===== config.mk =====
export PLATFORM = sky130hd
export DESIGN_NAME = rgb_pwm_driver
export DESIGN_NICKNAME = d
export VERILOG_FILES = /design/src/rtl/rgb_pwm_driver.sv
export SDC_FILE = /design/constraint.sdc
export NUM_CORES = 1
export LEC_CHECK = 0
export BUFFER_PORTS_ARGS = -buffer_cell sky130_fd_sc_hd__buf_4
export CAP_MARGIN = 15
export CORE_MARGIN = 5
export CORE_UTILIZATION = 40
export CTS_CLUSTER_DIAMETER = 150
export DETAILED_ROUTE_END_ITERATION = 6
export HOLD_SLACK_MARGIN = 0.08
export SETUP_SLACK_MARGIN = 0.15
export SYNTH_ARGS = -nofsm -noshare
export SYNTH_HDL_FRONTEND = slang
export SYNTH_SLANG_ARGS = --single-unit

===== constraint.sdc =====
create_clock -name clk -period 4.7 [get_ports clk]
set_input_delay 0.47 -clock clk [delete_from_list [all_inputs] [get_ports clk]]
set_output_delay 0.47 -clock clk [all_outputs]
set_load 0.05 [all_outputs]

===== src/rtl/rgb_pwm_driver.sv =====
// Tri-colour LED PWM driver: three 32-bit stb/ack duty streams become registered PWM pin drives.
// New duty values are held pending and only take effect at a period boundary, so pulses never runt.
module rgb_pwm_driver #(
   parameter int unsigned PRESCALE = 16,
   parameter int unsigned WIDTH    = 8
) (
   input  logic        clk,
   input  logic        rst,
   input  logic [31:0] input_led_r,
   input  logic        input_led_r_stb,
   output logic        input_led_r_ack,
   input  logic [31:0] input_led_g,
   input  logic        input_led_g_stb,
   output logic        input_led_g_ack,
   input  logic [31:0] input_led_b,
   input  logic        input_led_b_stb,
   output logic        input_led_b_ack,
   output logic        led_r_out,
   output logic        led_g_out,
   output logic        led_b_out,
   output logic        period_start
);

   localparam int unsigned PRE_W = $clog2(PRESCALE);
   localparam int unsigned NCH   = 3;
   localparam logic [WIDTH:0]   FULL    = {1'b1, {WIDTH{1'b0}}};
   localparam logic [WIDTH-1:0] CNT_MAX = {WIDTH{1'b1}};

   logic [PRE_W-1:0] pre;
   logic [WIDTH-1:0] cnt;
   logic [WIDTH-1:0] cnt_n;
   logic             tick;
   logic             wrap;

   logic [31:0]      data     [NCH];
   logic [NCH-1:0]   stb;
   logic [NCH-1:0]   ack;
   logic [NCH-1:0]   pending_valid;
   logic [NCH-1:0]   out_q;
   logic [WIDTH:0]   pending  [NCH];
   logic [WIDTH:0]   active   [NCH];
   logic [WIDTH:0]   active_n [NCH];
   logic [WIDTH:0]   duty     [NCH];

   assign data[0] = input_led_r;
   assign data[1] = input_led_g;
   assign data[2] = input_led_b;
   assign stb     = {input_led_b_stb, input_led_g_stb, input_led_r_stb};

   assign input_led_r_ack = ack[0];
   assign input_led_g_ack = ack[1];
   assign input_led_b_ack = ack[2];
   assign led_r_out       = out_q[0];
   assign led_g_out       = out_q[1];
   assign led_b_out       = out_q[2];

   assign tick  = (pre == PRE_W'(PRESCALE - 1));
   assign wrap  = tick && (cnt == CNT_MAX);
   assign cnt_n = tick ? cnt + WIDTH'(1) : cnt;

   // Saturating duty mapping and the active value that will hold after this edge.
   always_comb begin
      for (int i = 0; i < NCH; i++) begin
         duty[i]     = FULL;
         active_n[i] = active[i];
         if (data[i][31:WIDTH] == '0) begin
            duty[i] = {1'b0, data[i][WIDTH-1:0]};
         end
         if (wrap && pending_valid[i]) begin
            active_n[i] = pending[i];
         end
      end
   end

   // Outputs are computed from post-edge cnt/active so they line up with period_start.
   always_ff @(posedge clk or posedge rst) begin
      if (rst) begin
         pre           <= '0;
         cnt           <= '0;
         period_start  <= 1'b0;
         ack           <= '0;
         pending_valid <= '0;
         out_q         <= '0;
         for (int i = 0; i < NCH; i++) begin
            pending[i] <= '0;
            active[i]  <= '0;
         end
      end else begin
         pre          <= tick ? '0 : pre + PRE_W'(1);
         cnt          <= cnt_n;
         period_start <= wrap;
         for (int i = 0; i < NCH; i++) begin
            active[i] <= active_n[i];
            out_q[i]  <= ({1'b0, cnt_n} < active_n[i]);
            if (stb[i] && ack[i]) begin
               pending[i]       <= duty[i];
               pending_valid[i] <= 1'b1;
               ack[i]           <= 1'b0;
            end else if (wrap && pending_valid[i]) begin
               pending_valid[i] <= 1'b0;
               ack[i]           <= 1'b0;
            end else begin
               ack[i] <= !pending_valid[i];
            end
         end
      end
   end

endmodule


==> metrics.md <==
| Metric | Value |
|---|---|
| Switch share | `21.6%` |
| Synthesized area | `0.00356 mm²` |
| Critical path capture point type | `flop` |
| First-pass GRT wire length | `13.6 mm` |
| Fin worst setup slack | `1.68 ns` |
| GRT Resource Usage Total | `15.4%` |
| Ports | `108` |
| Max-Cap Viols | `0` |
| Final Critical Period | `3.02 ns` |
| CP startpoint kind | `flop` |
| Die Ht | `104 µm` |
| Hpwl dp | `6.50 mm` |
| Net Switching | `274 µW` |
| Die Width | `104 µm` |
| Vias in the first global route | `2836` |
| Post-CTS Resized | `0` |
| Ratio of cells with drive above 1 in the final layout | `34.0%` |
| Layout-stage area growth over the synthesis result | `32.3%` |
| Post-synth top area cell | `dfrtp_1` |
| Gate Count Post-Synth | `297` |
| Library cells used by synthesis | `33` |
| Layout Skew | `0.00937 ns` |
| Hold Path Class | `in2async` |
| Post-route ant nets | `0` |
| Top post-synthesis cells by count | `76 x dfrtp_1, 28 x a22o_1, 26 x inv_1, 23 x ha_1, 18 x nor4_1` |
| Hold-fix buffers, CTS | `0` |
| Worst Tran Pin Value | `0.946 ns` |
| WL/cell | `15.7 µm` |
| Grt total ovfl | `0` |
| CTS sink count | `76` |
| DP Worst Slack | `1.75 ns` |
| Drt via density | `5.25` |
| WS Path Type | `reg2reg` |
| Number of synthesized flops with an enable pin | `0` |
| Vias | `2762` |
| Worst-Skew Late Latency | `0.35 ns` |
| Post-CTS Setup Bufs | `0` |
| Fillers | `786` |
| Comb pwr share | `8.0%` |
| Worst Setup SP | `cnt[0]` |
| Int Power | `993 µW` |
| Most used DFF post-synth | `dfrtp_1` |
| I/O Buffers | `107` |
| Cts bufs inserted | `9` |
| Seq/Total Area, Yosys | `53.4%` |
| Peak Freq | `332 MHz` |
| CP max FO | `7` |
| Clock power frac | `39.3%` |
| Initial antenna violation count | `0` |
| Ant diodes | `0` |
| Initial Utilization | `40.9%` |
| Fin area | `0.00471 mm²` |
| Clock root cell | `clkbuf_8` |
| Layout Nets | `538` |
| Leakage | `0.00248 µW` |
| Final TNS setup | `0 ns` |
| GPL Wtd Cong | `0.791` |
| Maximum root-to-sink buffer count | `2` |
| Critical Path RT | `4.97 ns` |
| Worst r2r src | `cnt[0]` |
| Dpl cell area | `0.00451 mm²` |
| CTS tree | `built` |
| Avg Cell Area, Syn | `12.0 µm²` |
| Fin crit share | `64.2%` |
| Final setup fails | `0` |
| # DRC | `0` |
| Status | `complete, no violations` |
| 1st-iter DRT viols | `64` |
| WL final | `8.28 mm` |
| Largest net degree at the start of global routing | `43` |
| Peak supply drop | `0.000122 V` |
| H-tree depth | `3` |
| TritonRoute pass-1 iters | `5` |
| Mapped Nets | `421` |
| Core area | `0.00872 mm²` |
| Ranking of synthesized cells by area | `dfrtp_1 53%, ha_1 8.1%, a22o_1 6.9%` |
| Post-synth ARST share | `100%` |
| Final hold vios | `0` |
| Die area | `0.0109 mm²` |
| Unrepaired setup endpoints after global routing | `no` |
| Top-count cell post-synth | `dfrtp_1` |
| Cell Rows | `34` |
| P per Cell Area | `269 mW/mm²` |
| FF+latch count, synth | `76` |
| Synth top area share | `53.4%` |
| Worst EP arrival | `3.29 ns` |
| YS warnings | `0` |
| Reg power frac | `52.7%` |
| Final Max Slew Viols | `0` |
| Clock-pin slew on the worst setup and hold paths | `0.08 ns` |
| Slew margin rel. | `36.4%` |
logic make-up (layout without fill, tap and decap cells):
group	after synthesis	count (layout)	share of synthesized area, %
AO/OA/AOI/OAI	60	60	13.2
XOR/XNOR	8	8	1.97
adder cells (fa/ha/maj)	23	23	8.08
buffers and inverters	30	151	3.44
flip-flops	76	76	53.4
multiplexers	25	25	7.41
AND/OR/NAND/NOR	75	75	12.6
per-stage QoR:
step / hold WS [ns] / utilization [%] / cells / total power, µW
2_1_floorplan: 0.422 / - / 297 / 707
3_3_place_gp: 0.463 / 51.7 / 511 / 782
3_5_place_dp: 0.476 / 51.7 / 511 / 785
4_1_cts: 0.259 / 54.0 / 526 / 1280
5_1_grt: 0.291 / 54.0 / 526 / 1330
6_report: 0.235 / 54.0 / 526 / 1270
per-layer routing:
| layer | track usage (%) | vias up | wire length (µm) |
|---|---|---|---|
| met5 | 0 | - | 0 |
| met4 | 5.00 | 0 | 126 |
| met3 | 5.09 | 10 | 443 |
| met2 | 24.6 | 73 | 4030 |
| met1 | 19.8 | 1327 | 3680 |
| li1 | - | 1352 | - |
layout make-up:
cell class | count | area, µm² | share of cell area [%]
inverter | 26 | 97.6 | 2.07
timing repair buffer | 110 | 826 | 17.5
clock buffer | 12 | 155 | 3.29
tap | 108 | 135 | 2.87
sequential | 76 | 1900 | 40.4
clock inverter | 3 | 46.3 | 0.982
multi-input combinational | 191 | 1550 | 32.9
state kept, by name (all words and copies together), names as in the netlist:
| signal | count |
|---|---|
| pre | 4 |
| pending_valid | 3 |
| active | 27 |
| out_q | 3 |
| period_start | 1 |
| cnt | 8 |
| pending | 27 |
| ack | 3 |
path summary, 6_finish.rpt:
check	to	slack, ns	cells after the start
setup / recovery	out_q[0]	1.68	10
hold / removal	pending[2]	0.24	2
setup reg to reg	out_q[0]	1.68	10
hold reg to reg	pre[0]	0.49	1
max in group asynchronous	pending[20]	3.46	3
min in group clk	ack[2]	0.32	2
power groups by stage:
stage | Combinational (µW) | Sequential [µW] | Clock (µW)
after CTS | 104 | 667 | 512
final | 102 | 667 | 498
after global placement | 102 | 680 | 0
after global routing | 113 | 668 | 550
after floorplan | 20.5 | 686 | 0
after detailed placement | 104 | 680 | 0
cell usage in the layout, fill, tap and decap left out, types with 11 or more instances in the layout:
cell type  Yosys  final
buf_4          0    110
dfrtp_1       76     76
a22o_1        28     28
inv_1         26     25
ha_1          23     23
mux2i_1       17     17
nor4_1        18     16
nand3_1       14     14
nand2_1       12     12
clkbuf_8       0     11
critical path: stages (launching register included):
cell	delay, ns
dfrtp_1	0.38
ha_1	0.18
nand3_1	0.24
nor2_1	0.40
and3_1	0.23
xor2_1	0.36
ha_1	0.32
and3_1	0.20
a221oi_1	0.28
o221ai_1	0.18
o21bai_1	0.18
Note: power is estimated with default switching activity, not from simulation.
